==> config.mk <==
export PLATFORM = sky130hd
export DESIGN_NAME = wb_lsu_flat
export DESIGN_NICKNAME = d
export VERILOG_FILES = /design/src/rtl/lsu_pkg.sv /design/src/rtl/wb_lsu_if.sv /design/src/rtl/lsu_align.sv /design/src/rtl/wb_lsu.sv /design/src/flat_wrapper.sv
export SDC_FILE = /design/constraint.sdc
export NUM_CORES = 1
export LEC_CHECK = 0
export CORE_MARGIN = 2
export CORE_UTILIZATION = 38
export DETAILED_ROUTE_END_ITERATION = 8
export PLACE_DENSITY = 0.77
export SLEW_MARGIN = 15
export SYNTH_ARGS = -nofsm -noshare
export SYNTH_HDL_FRONTEND = slang
export SYNTH_HIERARCHICAL = 1
export SYNTH_SLANG_ARGS = --single-unit
==> constraint.sdc <==
create_clock -name i_clk -period 2.9 [get_ports i_clk]
set_clock_uncertainty 0.1 [all_clocks]
set_input_delay 0.58 -clock i_clk [delete_from_list [all_inputs] [get_ports i_clk]]
set_output_delay 0.58 -clock i_clk [all_outputs]
set_load 0.02 [all_outputs]
==> src/rtl/lsu_pkg.sv <==
// rtl/lsu_pkg.sv - shared encodings, state enum and counter sizing for the load/store unit
package lsu_pkg;

  localparam logic [1:0] SZ_B = 2'd0;
  localparam logic [1:0] SZ_H = 2'd1;
  localparam logic [1:0] SZ_W = 2'd2;

  localparam int DW = 32;

  typedef enum logic [1:0] {
    ST_IDLE,
    ST_REQ,
    ST_WAIT,
    ST_RESP
  } state_e;

  // Counter must be able to hold the value TIMEOUT itself.
  function automatic int cnt_width(input int timeout);
    return $clog2(timeout + 1);
  endfunction

endpackage

==> src/rtl/wb_lsu_if.sv <==
// rtl/wb_lsu_if.sv - core request/response and Wishbone master signals of the load/store unit
interface wb_lsu_if #(
  parameter int XLEN = 32,
  parameter int AW   = 30
);

  logic            i_req_valid;
  logic            o_req_ready;
  logic            i_req_we;
  logic [1:0]      i_req_size;
  logic            i_req_unsigned;
  logic [XLEN-1:0] i_req_addr;
  logic [XLEN-1:0] i_req_data;

  logic            o_rsp_valid;
  logic [XLEN-1:0] o_rsp_data;
  logic            o_rsp_err;

  logic            o_wb_cyc;
  logic            o_wb_stb;
  logic            o_wb_we;
  logic [AW-1:0]   o_wb_addr;
  logic [XLEN-1:0] o_wb_data;
  logic [3:0]      o_wb_sel;
  logic            i_wb_stall;
  logic            i_wb_ack;
  logic            i_wb_err;
  logic [XLEN-1:0] i_wb_data;

  // master: the load/store unit itself
  modport master (
    input  i_req_valid, i_req_we, i_req_size, i_req_unsigned, i_req_addr, i_req_data,
    output o_req_ready, o_rsp_valid, o_rsp_data, o_rsp_err,
    output o_wb_cyc, o_wb_stb, o_wb_we, o_wb_addr, o_wb_data, o_wb_sel,
    input  i_wb_stall, i_wb_ack, i_wb_err, i_wb_data
  );

  // slave: the core plus the memory slave surrounding the unit
  modport slave (
    output i_req_valid, i_req_we, i_req_size, i_req_unsigned, i_req_addr, i_req_data,
    input  o_req_ready, o_rsp_valid, o_rsp_data, o_rsp_err,
    input  o_wb_cyc, o_wb_stb, o_wb_we, o_wb_addr, o_wb_data, o_wb_sel,
    output i_wb_stall, i_wb_ack, i_wb_err, i_wb_data
  );

endinterface

==> src/rtl/lsu_align.sv <==
// rtl/lsu_align.sv - byte-lane selects, store replication, load extraction/extension, alignment check
module lsu_align
  import lsu_pkg::*;
(
  input  logic [1:0]    size_i,
  input  logic [1:0]    off_i,
  input  logic [DW-1:0] wdata_i,
  input  logic [DW-1:0] rdata_i,
  input  logic          unsigned_i,
  output logic [3:0]    sel_o,
  output logic [DW-1:0] wdata_o,
  output logic [DW-1:0] rdata_o,
  output logic          misaligned_o
);

  logic [DW-1:0] shifted;

  always_comb begin
    shifted      = rdata_i >> {off_i, 3'b000};
    sel_o        = 4'b0000;
    wdata_o      = '0;
    rdata_o      = '0;
    misaligned_o = 1'b0;
    case (size_i)
      SZ_B: begin
        sel_o   = 4'b0001 << off_i;
        wdata_o = {4{wdata_i[7:0]}};
        rdata_o = unsigned_i ? {24'h0, shifted[7:0]} : {{24{shifted[7]}}, shifted[7:0]};
      end
      SZ_H: begin
        sel_o        = 4'b0011 << off_i;
        wdata_o      = {2{wdata_i[15:0]}};
        rdata_o      = unsigned_i ? {16'h0, shifted[15:0]} : {{16{shifted[15]}}, shifted[15:0]};
        misaligned_o = off_i[0];
      end
      SZ_W: begin
        sel_o        = 4'b1111;
        wdata_o      = wdata_i;
        rdata_o      = shifted;
        misaligned_o = (off_i != 2'b00);
      end
      default: misaligned_o = 1'b1;
    endcase
  end

endmodule

==> src/rtl/wb_lsu.sv <==
// rtl/wb_lsu.sv - load/store unit: one pipelined-Wishbone transaction per core request
module wb_lsu
  import lsu_pkg::*;
#(
  parameter int XLEN    = 32,
  parameter int AW      = 30,
  parameter int TIMEOUT = 15
) (
  input logic       i_clk,
  input logic       i_reset,
  wb_lsu_if.master  bus
);

  localparam int CW = cnt_width(TIMEOUT);

  state_e          state_q, state_d;
  logic [CW-1:0]   cnt_q, cnt_d, cnt_inc;
  logic            we_q, we_d;
  logic [1:0]      size_q, size_d;
  logic            uns_q, uns_d;
  logic [1:0]      off_q, off_d;
  logic [AW-1:0]   addr_q, addr_d;
  logic [XLEN-1:0] data_q, data_d;
  logic            err_q, err_d;
  logic [XLEN-1:0] rdata_q, rdata_d;

  logic            idle;
  logic [1:0]      al_size, al_off;
  logic            al_uns, al_mis;
  logic [XLEN-1:0] al_wdata_in, al_wdata, al_rdata;
  logic [3:0]      al_sel;

  // While idle the aligner judges the incoming request; afterwards it works on the latched one.
  assign idle        = (state_q == ST_IDLE);
  assign al_size     = idle ? bus.i_req_size : size_q;
  assign al_off      = idle ? bus.i_req_addr[1:0] : off_q;
  assign al_uns      = idle ? bus.i_req_unsigned : uns_q;
  assign al_wdata_in = idle ? bus.i_req_data : data_q;
  assign cnt_inc     = cnt_q + CW'(1);

  lsu_align u_align (
    .size_i       (al_size),
    .off_i        (al_off),
    .wdata_i      (al_wdata_in),
    .rdata_i      (bus.i_wb_data),
    .unsigned_i   (al_uns),
    .sel_o        (al_sel),
    .wdata_o      (al_wdata),
    .rdata_o      (al_rdata),
    .misaligned_o (al_mis)
  );

  always_ff @(posedge i_clk) begin
    if (i_reset) begin
      state_q <= ST_IDLE;
      cnt_q   <= '0;
      we_q    <= 1'b0;
      size_q  <= 2'b00;
      uns_q   <= 1'b0;
      off_q   <= 2'b00;
      addr_q  <= '0;
      data_q  <= '0;
      err_q   <= 1'b0;
      rdata_q <= '0;
    end else begin
      state_q <= state_d;
      cnt_q   <= cnt_d;
      we_q    <= we_d;
      size_q  <= size_d;
      uns_q   <= uns_d;
      off_q   <= off_d;
      addr_q  <= addr_d;
      data_q  <= data_d;
      err_q   <= err_d;
      rdata_q <= rdata_d;
    end
  end

  always_comb begin
    state_d = state_q;
    cnt_d   = cnt_q;
    we_d    = we_q;
    size_d  = size_q;
    uns_d   = uns_q;
    off_d   = off_q;
    addr_d  = addr_q;
    data_d  = data_q;
    err_d   = err_q;
    rdata_d = rdata_q;
    case (state_q)
      ST_IDLE: begin
        if (bus.i_req_valid) begin
          we_d    = bus.i_req_we;
          size_d  = bus.i_req_size;
          uns_d   = bus.i_req_unsigned;
          off_d   = bus.i_req_addr[1:0];
          addr_d  = bus.i_req_addr[AW+1:2];
          data_d  = bus.i_req_data;
          cnt_d   = '0;
          rdata_d = '0;
          err_d   = al_mis;
          state_d = al_mis ? ST_RESP : ST_REQ;
        end
      end
      ST_REQ, ST_WAIT: begin
        cnt_d = cnt_inc;
        // Error beats ack; a completion always beats the timeout.
        if (bus.i_wb_ack || bus.i_wb_err) begin
          state_d = ST_RESP;
          err_d   = bus.i_wb_err;
          if (!we_q && !bus.i_wb_err) rdata_d = al_rdata;
        end else if (cnt_inc == CW'(TIMEOUT)) begin
          state_d = ST_RESP;
          err_d   = 1'b1;
        end else if (state_q == ST_REQ && !bus.i_wb_stall) begin
          state_d = ST_WAIT;
        end
      end
      ST_RESP: state_d = ST_IDLE;
      default: state_d = ST_IDLE;
    endcase
  end

  assign bus.o_req_ready = idle && !i_reset;
  assign bus.o_wb_cyc    = (state_q == ST_REQ) || (state_q == ST_WAIT);
  assign bus.o_wb_stb    = (state_q == ST_REQ);
  assign bus.o_wb_we     = bus.o_wb_cyc && we_q;
  assign bus.o_wb_addr   = bus.o_wb_cyc ? addr_q : '0;
  assign bus.o_wb_data   = bus.o_wb_cyc ? al_wdata : '0;
  assign bus.o_wb_sel    = bus.o_wb_cyc ? al_sel : 4'b0000;
  assign bus.o_rsp_valid = (state_q == ST_RESP);
  assign bus.o_rsp_data  = bus.o_rsp_valid ? rdata_q : '0;
  assign bus.o_rsp_err   = bus.o_rsp_valid && err_q;

endmodule

==> src/flat_wrapper.sv <==
// flat-port wrapper written by rule: the top's interface ports become plain ports
module wb_lsu_flat import lsu_pkg::*;
#(
  parameter int XLEN    = 32,
  parameter int AW      = 30,
  parameter int TIMEOUT = 15
)
  (i_clk, i_reset, bus_i_req_valid, bus_i_req_we, bus_i_req_size, bus_i_req_unsigned, bus_i_req_addr, bus_i_req_data, bus_o_req_ready, bus_o_rsp_valid, bus_o_rsp_data, bus_o_rsp_err, bus_o_wb_cyc, bus_o_wb_stb, bus_o_wb_we, bus_o_wb_addr, bus_o_wb_data, bus_o_wb_sel, bus_i_wb_stall, bus_i_wb_ack, bus_i_wb_err, bus_i_wb_data);
  wb_lsu_if #(.XLEN(XLEN), .AW(AW)) bus_i ();
  input logic i_clk;
  input logic i_reset;
  input wire logic [$bits(bus_i.i_req_valid)-1:0] bus_i_req_valid;
  input wire logic [$bits(bus_i.i_req_we)-1:0] bus_i_req_we;
  input wire logic [$bits(bus_i.i_req_size)-1:0] bus_i_req_size;
  input wire logic [$bits(bus_i.i_req_unsigned)-1:0] bus_i_req_unsigned;
  input wire logic [$bits(bus_i.i_req_addr)-1:0] bus_i_req_addr;
  input wire logic [$bits(bus_i.i_req_data)-1:0] bus_i_req_data;
  output wire logic [$bits(bus_i.o_req_ready)-1:0] bus_o_req_ready;
  output wire logic [$bits(bus_i.o_rsp_valid)-1:0] bus_o_rsp_valid;
  output wire logic [$bits(bus_i.o_rsp_data)-1:0] bus_o_rsp_data;
  output wire logic [$bits(bus_i.o_rsp_err)-1:0] bus_o_rsp_err;
  output wire logic [$bits(bus_i.o_wb_cyc)-1:0] bus_o_wb_cyc;
  output wire logic [$bits(bus_i.o_wb_stb)-1:0] bus_o_wb_stb;
  output wire logic [$bits(bus_i.o_wb_we)-1:0] bus_o_wb_we;
  output wire logic [$bits(bus_i.o_wb_addr)-1:0] bus_o_wb_addr;
  output wire logic [$bits(bus_i.o_wb_data)-1:0] bus_o_wb_data;
  output wire logic [$bits(bus_i.o_wb_sel)-1:0] bus_o_wb_sel;
  input wire logic [$bits(bus_i.i_wb_stall)-1:0] bus_i_wb_stall;
  input wire logic [$bits(bus_i.i_wb_ack)-1:0] bus_i_wb_ack;
  input wire logic [$bits(bus_i.i_wb_err)-1:0] bus_i_wb_err;
  input wire logic [$bits(bus_i.i_wb_data)-1:0] bus_i_wb_data;
  assign bus_i.i_req_valid = bus_i_req_valid;
  assign bus_i.i_req_we = bus_i_req_we;
  assign bus_i.i_req_size = bus_i_req_size;
  assign bus_i.i_req_unsigned = bus_i_req_unsigned;
  assign bus_i.i_req_addr = bus_i_req_addr;
  assign bus_i.i_req_data = bus_i_req_data;
  assign bus_o_req_ready = bus_i.o_req_ready;
  assign bus_o_rsp_valid = bus_i.o_rsp_valid;
  assign bus_o_rsp_data = bus_i.o_rsp_data;
  assign bus_o_rsp_err = bus_i.o_rsp_err;
  assign bus_o_wb_cyc = bus_i.o_wb_cyc;
  assign bus_o_wb_stb = bus_i.o_wb_stb;
  assign bus_o_wb_we = bus_i.o_wb_we;
  assign bus_o_wb_addr = bus_i.o_wb_addr;
  assign bus_o_wb_data = bus_i.o_wb_data;
  assign bus_o_wb_sel = bus_i.o_wb_sel;
  assign bus_i.i_wb_stall = bus_i_wb_stall;
  assign bus_i.i_wb_ack = bus_i_wb_ack;
  assign bus_i.i_wb_err = bus_i_wb_err;
  assign bus_i.i_wb_data = bus_i_wb_data;
  wb_lsu #(.XLEN(XLEN), .AW(AW), .TIMEOUT(TIMEOUT)) u_core (.i_clk(i_clk), .i_reset(i_reset), .bus(bus_i));
endmodule
==> impl_metrics.tcl <==
set metrics [dict create \
    crit_required_ns 2.22 \
    hpwl_um 13300 \
    multiInputGateArea_mm2 0.00394 \
    fp.dieH_um 133 \
    status "complete, but fails checks" \
    num_rows 47 \
    p_total_uw 7380 \
    endpoint_kind "output pin" \
    power_per_cell_area_mw_per_mm2 786 \
    tritoncts "built" \
    slew_headroom_pct 46.3 \
    synthArstFlopShare_pct 0 \
    synth_common_cells "nand2_1, dfxtp_1, and2_1" \
    ys.flop_type "dfxtp_1" \
    finalSetupTns_ns -0.0492 \
    hold_viol 0 \
    fp.coreArea_mm2 0.0165 \
    peakVddDrop_uv 346 \
    antenna_left 0 \
    yosysTopAreaCell "dfxtp_1" \
    synth_area_leaders "dfxtp_1, nand2_1, and2_1, mux2_2, a21oi_1" \
    design_area_mm2 0.00939 \
    final_net_count 1148 \
    fillCellCount 1455 \
    io_buffers 209 \
    critPathMaxFanout 8 \
    root_buffer "clkbuf_16" \
    dieArea_mm2 0.0178 \
    setup_viol 4 \
    antenna_found_initial 0 \
    htree_levels 3 \
    syn-instance-count 822 \
    max_clock_freq_mhz 342 \
    num_vias 6476 \
    synth_cell_types 43 \
    start_util_pct 38.7 \
    cts_made_buffers 9 \
    vias_per_cell 5.14 \
    syn_area_mm2 0.00636 \
    cts.sinks 107 \
    drc 0 \
    grt_start_max_net_pins 72 \
    violations "negative setup slack" \
    worst_slack_ns -0.0234 \
    synth_area_per_cell_um2 7.74 \
    clkSlewWorstSetupHoldPaths_ns 0.08 \
    synth-edff-count 0 \
    critPathLaunchType "flip-flop" \
    top_level_ports 210 \
    netlist.area_leader.share_pct 33.7 \
    yosysSeqAreaShare_pct 33.7 \
    synth_most_common_cell "nand2_1" \
    cts_buffer_depth 2 \
    drt-initial-drc-count 483 \
    antennaDiodeCount 0 \
    grt_pass1_wl_um 31200 \
    rsz0062_at_grt "yes" \
    regArea_mm2 0.00214 \
    cellLeakagePower_uw 0.00376 \
    arrival_ns 2.24 \
    dr.pass1.iters 6 \
    yosys_warnings 6 \
    tightest_slew_ns 0.805 \
    avgRoutedWirePerCell_um 15.8 \
    maxCapViolations 0 \
    placed_area_mm2 0.00885 \
    maxSlewViolCount 0 \
    fin_crit_ns 2.92 \
    synthesis.nets 934 \
    fin_util_pct 57.0 \
    area.growth.synth_to_final_pct 47.5 \
    drt_wl_total_um 19900 \
    fp.dieW_um 133 \
    insertion_delay_ns 0.35 \
    hold_buffers 0 \
    hp-class "flip-flop to flip-flop" \
    layout-drive-gt1-share_pct 21.3 \
    worstSetupPathType "flip-flop to output pin" \
    track_usage_pct 21.5 \
    first_global_vias 6057 \
    period_share_pct 101 \
    ys_seq_elements 107 \
    grt_overflow_total 0 \
    post-place-ws_ns -0.438 \
    gp_congestion 0.836 \
]
-- metal layers --
layer	global-route usage, %	vias up	routed length [um]
li1	-	3175	-
met1	28.3	3045	8830
met2	36.5	243	9560
met3	4.76	13	1350
met4	4.37	0	142
met5	0	-	0
-- path summary, 6_finish.rpt --
kind                                   startpoint            endpoint  slack [ns]  cells past startpoint
worst min register to register   u_core/addr_q[2]    u_core/addr_q[2]        0.35                      2
worst min-delay path             u_core/addr_q[2]    u_core/addr_q[2]        0.35                      2
worst max-delay path            u_core/state_q[0]     bus_o_wb_sel[1]       -0.02                     10
worst max register to register  u_core/state_q[0]  u_core/rdata_q[15]        0.15                     11
-- layout make-up --
| cell class | count | share of cell area, % |
|---|---|---|
| Multi-Input combinational cell | 631 | 42.0 |
| Timing Repair Buffer | 272 | 28.5 |
| Sequential cell | 107 | 22.8 |
| Tap cell | 220 | 2.93 |
| Clock buffer | 9 | 2.40 |
| Clock inverter | 7 | 0.720 |
| Inverter | 15 | 0.626 |
-- worst max-delay path, stage by stage (launching register included) --
cell and delay (ns):
dfxtp_2 0.33, inv_2 0.08, ha_4 0.24, buf_4 0.14
buf_4 0.10, mux2_4 0.32, buf_6 0.14, o21bai_1 0.16
a21oi_1 0.12, and2_1 0.15, buf_6 0.12
-- cell usage in the layout (no fill, tap or decap), drive strengths merged, types with 19 or more instances in the layout --
master / Yosys / layout
o21ai: 24 / 24
clkdlybuf4s50: 0 / 172
mux2: 45 / 45
a21oi: 79 / 79
inv: 15 / 19
nand2: 180 / 180
a22oi: 38 / 38
mux2i: 21 / 21
and2: 102 / 102
dfxtp: 107 / 107
nor2: 61 / 61
buf: 27 / 91
-- power by group --
group          switching, uW  internal (uW)
Sequential               106           1660
Combinational           2330           2060
Clock                    616            607
-- kinds of logic (layout without fill, tap and decap cells) --
| family | after synthesis | count (layout) | share of synthesized area [%] |
|---|---|---|---|
| DFF | 107 | 107 | 33.7 |
| and+or+nand+nor | 373 | 373 | 27.3 |
| AOI/OAI and AO/OA | 185 | 185 | 20.3 |
| adders and majority gates | 6 | 6 | 1.18 |
| xor gates and xnor gates | 1 | 1 | 0.138 |
| buffers and inverters | 84 | 303 | 6.11 |
| muxes | 66 | 66 | 11.3 |
-- what timing repair did --
item,CTS,global route
pin swaps,2,8
setup buffers,7,4
setup endpoints to repair,46,47
gates cloned,1,3
gates resized for setup,133,89
-- registers in the layout, summed over array words and instances (netlist names) --
name	count
u_core/rdata_q	32
u_core/err_q	1
u_core/size_q	2
u_core/data_q	32
u_core/cnt_q	4
u_core/state_q	2
u_core/we_q	1
u_core/off_q	2
u_core/uns_q	1
u_core/addr_q	30
-- stage by stage --
step | hold WS [ns] | cells
3_5_place_dp | 0.342 | 1230
3_3_place_gp | 0.338 | 1230
2_1_floorplan | 0.332 | 822
6_report | 0.352 | 1261
4_1_cts | 0.353 | 1254
5_1_grt | 0.372 | 1261
Note: power is estimated with default switching activity, not from simulation.
